$ cat config.mk
export PLATFORM = sky130hd
export DESIGN_NAME = hazard_control_unit
export DESIGN_NICKNAME = d
export VERILOG_FILES = /design/src/rtl/hazard_control_unit_pkg.sv /design/src/rtl/hazard_control_unit_track_slot.sv /design/src/rtl/hazard_control_unit.sv
export SDC_FILE = /design/constraint.sdc
export NUM_CORES = 1
export LEC_CHECK = 0
export CORE_MARGIN = 2
export CORE_UTILIZATION = 40
export DETAILED_ROUTE_END_ITERATION = 16
export PLACE_DENSITY_LB_ADDON = 0.1
export SYNTH_ARGS = -nofsm -noshare
export SYNTH_HDL_FRONTEND = slang
export SYNTH_SLANG_ARGS = --single-unit
$ cat constraint.sdc
create_clock -name i_clk -period 2.4 [get_ports i_clk]
set_input_delay 0.48 -clock i_clk [delete_from_list [all_inputs] [get_ports i_clk]]
set_output_delay 0.48 -clock i_clk [all_outputs]
set_load 0.1 [all_outputs]
$ cat src/rtl/hazard_control_unit_pkg.sv
// Shared types for the stall/flush hazard unit: halt FSM encoding, tracking-slot record, zero-register constant.
package hazard_control_unit_pkg;

    // Slots store register numbers zero-extended to this width; REG_W must not exceed it.
    localparam int unsigned HZD_REG_W_MAX = 8;

    localparam logic [HZD_REG_W_MAX-1:0] REG_ZERO = '0;

    typedef enum logic [1:0] {
        HALT_RUN    = 2'd0,
        HALT_DRAIN  = 2'd1,
        HALT_HALTED = 2'd2
    } halt_state_t;

    typedef struct packed {
        logic                     v;
        logic [HZD_REG_W_MAX-1:0] rd;
        logic                     load;
    } hzd_slot_t;

    function automatic logic slot_writes(input hzd_slot_t s, input logic [HZD_REG_W_MAX-1:0] r);
        return s.v && (s.rd != REG_ZERO) && (s.rd == r);
    endfunction

endpackage

$ cat src/rtl/hazard_control_unit_track_slot.sv
// One in-flight writer tracking slot: holds on i_hold, loads a bubble on i_bubble, else captures i_slot.
module hazard_track_slot
    import hazard_control_unit_pkg::*;
(
    input  logic      i_clk,
    input  logic      i_reset,
    input  logic      i_hold,
    input  logic      i_bubble,
    input  hzd_slot_t i_slot,
    output hzd_slot_t o_slot
);

    hzd_slot_t slot_q;
    hzd_slot_t slot_d;

    always_comb begin
        slot_d = slot_q;
        if (!i_hold) begin
            slot_d = i_bubble ? '0 : i_slot;
        end
    end

    always_ff @(posedge i_clk) begin
        if (i_reset) begin
            slot_q <= '0;
        end else begin
            slot_q <= slot_d;
        end
    end

    assign o_slot = slot_q;

endmodule

$ cat src/rtl/hazard_control_unit.sv
// Stall/flush hazard control: load-use stall, multi-cycle load wait, branch flush, debug halt drain.
// Optional stall/flush statistics counters are built when HAZARD_STATS_EN is defined.
module hazard_control_unit
    import hazard_control_unit_pkg::*;
#(
    parameter int unsigned MEM_LAT = 1,
    parameter int unsigned REG_W   = 5
) (
    input  logic             i_clk,
    input  logic             i_reset,
    input  logic             i_issue_valid,
    input  logic [REG_W-1:0] i_rs_ID,
    input  logic [REG_W-1:0] i_rt_ID,
    input  logic             i_use_rs,
    input  logic             i_use_rt,
    input  logic             i_reg_wr_en_ID,
    input  logic [REG_W-1:0] i_reg_sel_ID,
    input  logic             i_is_load_ID,
    input  logic             i_branch_taken_EX,
    input  logic             i_halt_req,
    output logic             o_stall_ID,
    output logic             o_stall_all,
    output logic             o_flush_IF_ID,
    output logic             o_flush_ID_EX,
    output logic             o_fetch_hold,
    output logic             o_halt_ack
`ifdef HAZARD_STATS_EN
    ,
    output logic [31:0]      o_stall_cycles,
    output logic [31:0]      o_flush_count
`endif
);

    localparam int NSLOT  = 3;
    localparam int S_EX   = 0;
    localparam int S_MEM  = 1;
    localparam int S_WB   = 2;
    localparam int WAIT_W = (MEM_LAT > 1) ? $clog2(MEM_LAT) : 1;

    hzd_slot_t           id_slot;
    hzd_slot_t           slot_in [NSLOT];
    hzd_slot_t           slot_q  [NSLOT];
    logic [NSLOT-1:0]    bubble;
    logic [WAIT_W-1:0]   wait_cnt_q;
    logic [WAIT_W-1:0]   wait_cnt_d;
    halt_state_t         halt_state_q;
    halt_state_t         halt_state_d;
    logic                stall_all;
    logic                flush;
    logic                load_use;
    logic                pipe_empty;
    logic                unused_wb;

    always_comb begin
        id_slot      = '0;
        id_slot.v    = i_issue_valid && i_reg_wr_en_ID && (i_reg_sel_ID != '0);
        id_slot.rd   = HZD_REG_W_MAX'(i_reg_sel_ID);
        id_slot.load = i_is_load_ID;
    end

    assign load_use = i_issue_valid && slot_q[S_EX].load &&
                      ((i_use_rs && slot_writes(slot_q[S_EX], HZD_REG_W_MAX'(i_rs_ID))) ||
                       (i_use_rt && slot_writes(slot_q[S_EX], HZD_REG_W_MAX'(i_rt_ID))));

    // Priority: memory wait freezes everything, then flush, then load-use.
    assign stall_all = (wait_cnt_q != '0);
    assign flush     = i_branch_taken_EX && !stall_all;

    assign o_stall_all   = stall_all;
    assign o_flush_IF_ID = flush;
    assign o_flush_ID_EX = flush;
    assign o_stall_ID    = load_use && !flush && !stall_all;

    assign bubble = {{(NSLOT-1){1'b0}}, o_stall_ID || flush};

    genvar gi;
    generate
        for (gi = 0; gi < NSLOT; gi++) begin : g_slot
            if (gi == 0) begin : g_head
                assign slot_in[gi] = id_slot;
            end else begin : g_chain
                assign slot_in[gi] = slot_q[gi-1];
            end

            hazard_track_slot u_slot (
                .i_clk    (i_clk),
                .i_reset  (i_reset),
                .i_hold   (stall_all),
                .i_bubble (bubble[gi]),
                .i_slot   (slot_in[gi]),
                .o_slot   (slot_q[gi])
            );
        end
    endgenerate

    // The WB slot is only consulted for occupancy during drain.
    assign unused_wb = ^{slot_q[S_WB].rd, slot_q[S_WB].load};

    // A load entering MEM holds it for MEM_LAT cycles in total.
    always_comb begin
        wait_cnt_d = wait_cnt_q;
        if (stall_all) begin
            wait_cnt_d = wait_cnt_q - WAIT_W'(1);
        end else if (slot_q[S_EX].v && slot_q[S_EX].load) begin
            wait_cnt_d = WAIT_W'(MEM_LAT - 1);
        end
    end

    always_ff @(posedge i_clk) begin
        if (i_reset) begin
            wait_cnt_q <= '0;
        end else begin
            wait_cnt_q <= wait_cnt_d;
        end
    end

    assign pipe_empty = !slot_q[S_EX].v && !slot_q[S_MEM].v && !slot_q[S_WB].v &&
                        !stall_all && !i_issue_valid;

    always_comb begin
        halt_state_d = halt_state_q;
        case (halt_state_q)
            HALT_RUN: begin
                if (i_halt_req) halt_state_d = HALT_DRAIN;
            end
            HALT_DRAIN: begin
                if (!i_halt_req)     halt_state_d = HALT_RUN;
                else if (pipe_empty) halt_state_d = HALT_HALTED;
            end
            HALT_HALTED: begin
                if (!i_halt_req) halt_state_d = HALT_RUN;
            end
            default: halt_state_d = HALT_RUN;
        endcase
    end

    always_ff @(posedge i_clk) begin
        if (i_reset) begin
            halt_state_q <= HALT_RUN;
        end else begin
            halt_state_q <= halt_state_d;
        end
    end

    assign o_fetch_hold = (halt_state_q != HALT_RUN);
    assign o_halt_ack   = (halt_state_q == HALT_HALTED);

`ifdef HAZARD_STATS_EN
    logic [31:0] stall_cycles_q;
    logic [31:0] stall_cycles_d;
    logic [31:0] flush_count_q;
    logic [31:0] flush_count_d;

    always_comb begin
        stall_cycles_d = stall_cycles_q;
        flush_count_d  = flush_count_q;
        if ((o_stall_ID || stall_all) && (stall_cycles_q != '1)) begin
            stall_cycles_d = stall_cycles_q + 32'd1;
        end
        if (flush && (flush_count_q != '1)) begin
            flush_count_d = flush_count_q + 32'd1;
        end
    end

    always_ff @(posedge i_clk) begin
        if (i_reset) begin
            stall_cycles_q <= '0;
            flush_count_q  <= '0;
        end else begin
            stall_cycles_q <= stall_cycles_d;
            flush_count_q  <= flush_count_d;
        end
    end

    assign o_stall_cycles = stall_cycles_q;
    assign o_flush_count  = flush_count_q;
`endif

endmodule

==> run_results.csv <==
group,metric,value,unit
run_status,status,"completed",
critical_path,path_max_fanout,4,
timing,setup_viol,0,
power,comb_power_share,0.264,
critical_path,reg2reg_to,"g_slot[0].u_slot.o_slot[5]",
critical_path,endpoint_kind,"primary output",
logic_synthesis,synth_common_cells,"dfxtp_1 (12), xnor2_1 (10), nand2_1 (9), a32oi_1 (7), o21ai_0 (7)",
placed_design,dp_cells,118,
placed_design,port_buffers,29,
power,leakage,0.383,nW
grt,grt_max_degree,15,
power,power.density,499,nW/um2
die,die_y,45.9,um
placed_design,place.gp.congestion,0.746,
detailed_routing,remaining_drc_errors,0,
layout,instances_no_fill,122,
logic_synthesis,synthArstFlopShare,0,
timing,max_freq,432,MHz
placed_design,dp_slack,-0.0290,ns
grt,grt_pass1_vias,545,
detailed_routing,first_iter_violations,9,
timing,finalCritPeriodShare,0.965,
power,p_sw_frac,0.286,
power,power.switching,0.151,mW
power,p_total,0.529,mW
flow_run,drv_cap,0,
critical_path,path_class,"in -> out",
logic_synthesis,ys_ff_latch,12,
logic_synthesis,synth_edf_count,0,
power,irDropWorstVdd,0.288,mV
timing,rsz0062_at_grt,"no",
die,dieArea,2100,um2
layout,drive_above_1_share,0.200,
clock_network,clk_latency,0.28,ns
logic_synthesis,synth_top_area_cell,"dfxtp_1",
logic_synthesis,yosys_warnings,0,
logic_synthesis,syn-num-nets,98,
logic_synthesis,yosysTopAreaCellShare,0.343,
die,core_area,1690,um2
power,seq_power_share,0.426,
clock_network,cts_tree,"yes",
timing,fin_setup_tns,0,ns
critical_path,worstSetupEndpoint,"o_stall_ID",
critical_path,r2r_setup_slack,0.86,ns
logic_synthesis,ys_seq_area_frac,0.343,
logic_synthesis,syn_area,701,um2
grt,grt_pass1_wl,2.44,mm
timing,timing.final.ws_setup,0.0831,ns
layout,nets,130,
detailed_routing,avgViaCountPerCell,5.33,
critical_path,startpoint,"i_rs_ID[3]",
layout,diodes,0,
logic_synthesis,syn_inst,74,
logic_synthesis,ys.flop_type,"dfxtp_1",
detailed_routing,first_pass_iters,4,
critical_path,start_kind,"input pin",
logic_synthesis,synthDistinctLibCells,28,
critical_path,reg2regPathDepth,4,
clock_network,clk_path_buf_depth,2,
critical_path,reg2reg_from,"g_slot[0].u_slot.o_slot[2]",
layout,area_growth,51.3,%
logic_synthesis,yosysMostFrequentCell,"dfxtp_1",
grt,antenna_found_initial,0,
detailed_routing,antenna_left,0,
critical_path,crit_arrival,1.84,ns
worst_hold_path,hp-class,"reg -> reg",
clock_network,cts_max_level,1,
grt,grt_overflow,0,
die,fp.dieW,45.9,um
layout,fin_util,0.627,
placed_design,dp_hpwl,1.23,mm
timing,post-route-min-period,2.32,ns
clock_network,cts.sinks,12,
timing,drv_slew,0,
clock_network,cts-root-buf,"clkbuf_4",
die,start_util,0.415,
clock_network,cts_buffers,3,
logic_synthesis,synth_area_leaders,"dfxtp_1 (34%), xnor2_1 (13%), a32oi_1 (8.8%)",
clock_network,postCtsHoldBufs,0,
die,ioPinCount,30,
logic_synthesis,synth.avg_cell_area,9.47,um2
timing,clock_skew,0.00727,ns
clock_network,path_clk_slew,0.07,ns
grt,grtUsageTotal,0.167,
detailed_routing,wl_per_cell,12.9,um
critical_path,cp.required,1.92,ns
power,p_clk_frac,0.310,
timing,finalHoldViolations,0,
power,power.internal,0.378,mW
die,std_cell_rows,15,
detailed_routing,vias,650,
detailed_routing,finalWirelength,1.57,mm
cell families (layout without fill, tap and decap cells):
group                  count (synthesis)  in the layout  synth area share
AND/OR/NAND/NOR                       26             26             0.221
AO/OA/AOI/OAI                         18             18             0.202
flip-flops                            12             12             0.343
XOR/XNOR                              10             10             0.125
buffers and inverters                  5             36            0.0750
multiplexers                           2              2            0.0286
other                                  1              1           0.00535
metrics by stage:
step	area (um2)	hold slack [ns]
after floorplan	717	0.413
final	1060	0.456
after CTS	1060	0.462
after detailed placement	1020	0.452
after global placement	1020	0.442
after global routing	1060	0.485
power groups by stage:
| stage | Clock (mW) | Sequential, mW | Combinational, mW |
|---|---|---|---|
| 2_1_floorplan | 0 | 0.231 | 0.0801 |
| 3_3_place_gp | 0 | 0.230 | 0.138 |
| 3_5_place_dp | 0 | 0.230 | 0.139 |
| 4_1_cts | 0.173 | 0.225 | 0.141 |
| 5_1_grt | 0.177 | 0.228 | 0.149 |
| 6_report | 0.164 | 0.225 | 0.140 |
layer usage:
metal	GRT usage	vias to the layer above	wire [um]
li1	-	334	-
met1	0.215	295	727
met2	0.244	19	702
met3	0.0675	2	131
met4	0.0686	0	10
met5	0	-	0
flip-flops by register name (all words and copies together), names as in the netlist:
signal,cells
g_slot.u_slot.o_slot,9
halt_state_q,2
o_stall_all,1
how the worst min path moves through the flow:
stage,end,startpoint,cells past startpoint
6_report,halt_state_q[0],halt_state_q[1],1
5_1_grt,halt_state_q[0],halt_state_q[1],1
4_1_cts,halt_state_q[0],halt_state_q[1],1
3_5_place_dp,halt_state_q[0],halt_state_q[1],1
3_3_place_gp,halt_state_q[0],halt_state_q[1],1
2_1_floorplan,halt_state_q[0],halt_state_q[1],1
layout make-up:
type,count,area (um2)
fill,153,629
multi-input combinational,57,429
timing repair buffer,31,328
clock buffer,4,36.3
inverter,1,3.75
tap,17,21.3
sequential,12,241
worst max-delay path, stage by stage:
cell and delay (ns):
clkdlybuf4s50_1 0.48, xnor2_1 0.12, nand4_1 0.12, o22ai_2 0.24, nor2b_4 0.21, buf_12 0.18
placed cells by master (no fill, tap or decap), types with 2 or more instances in the layout:
cell type,count
buf_12,3
dfxtp_1,11
clkbuf_4,3
o21ai_0,7
buf_4,5
nor2b_4,2
nor2_1,3
mux2i_1,2
a32oi_1,7
clkdlybuf4s50_1,23
xnor2_1,10
nand4_1,2
nand2_1,9
what timing repair did:
action / 4_1_cts / 5_1_grt
buffers inserted: 0 / 0
gates resized for setup: 1 / 0
pin swaps: 0 / 1
endpoints found under the setup margin: 1 / 1
gates cloned: 0 / 0
Power figures use the tool's default switching activity.
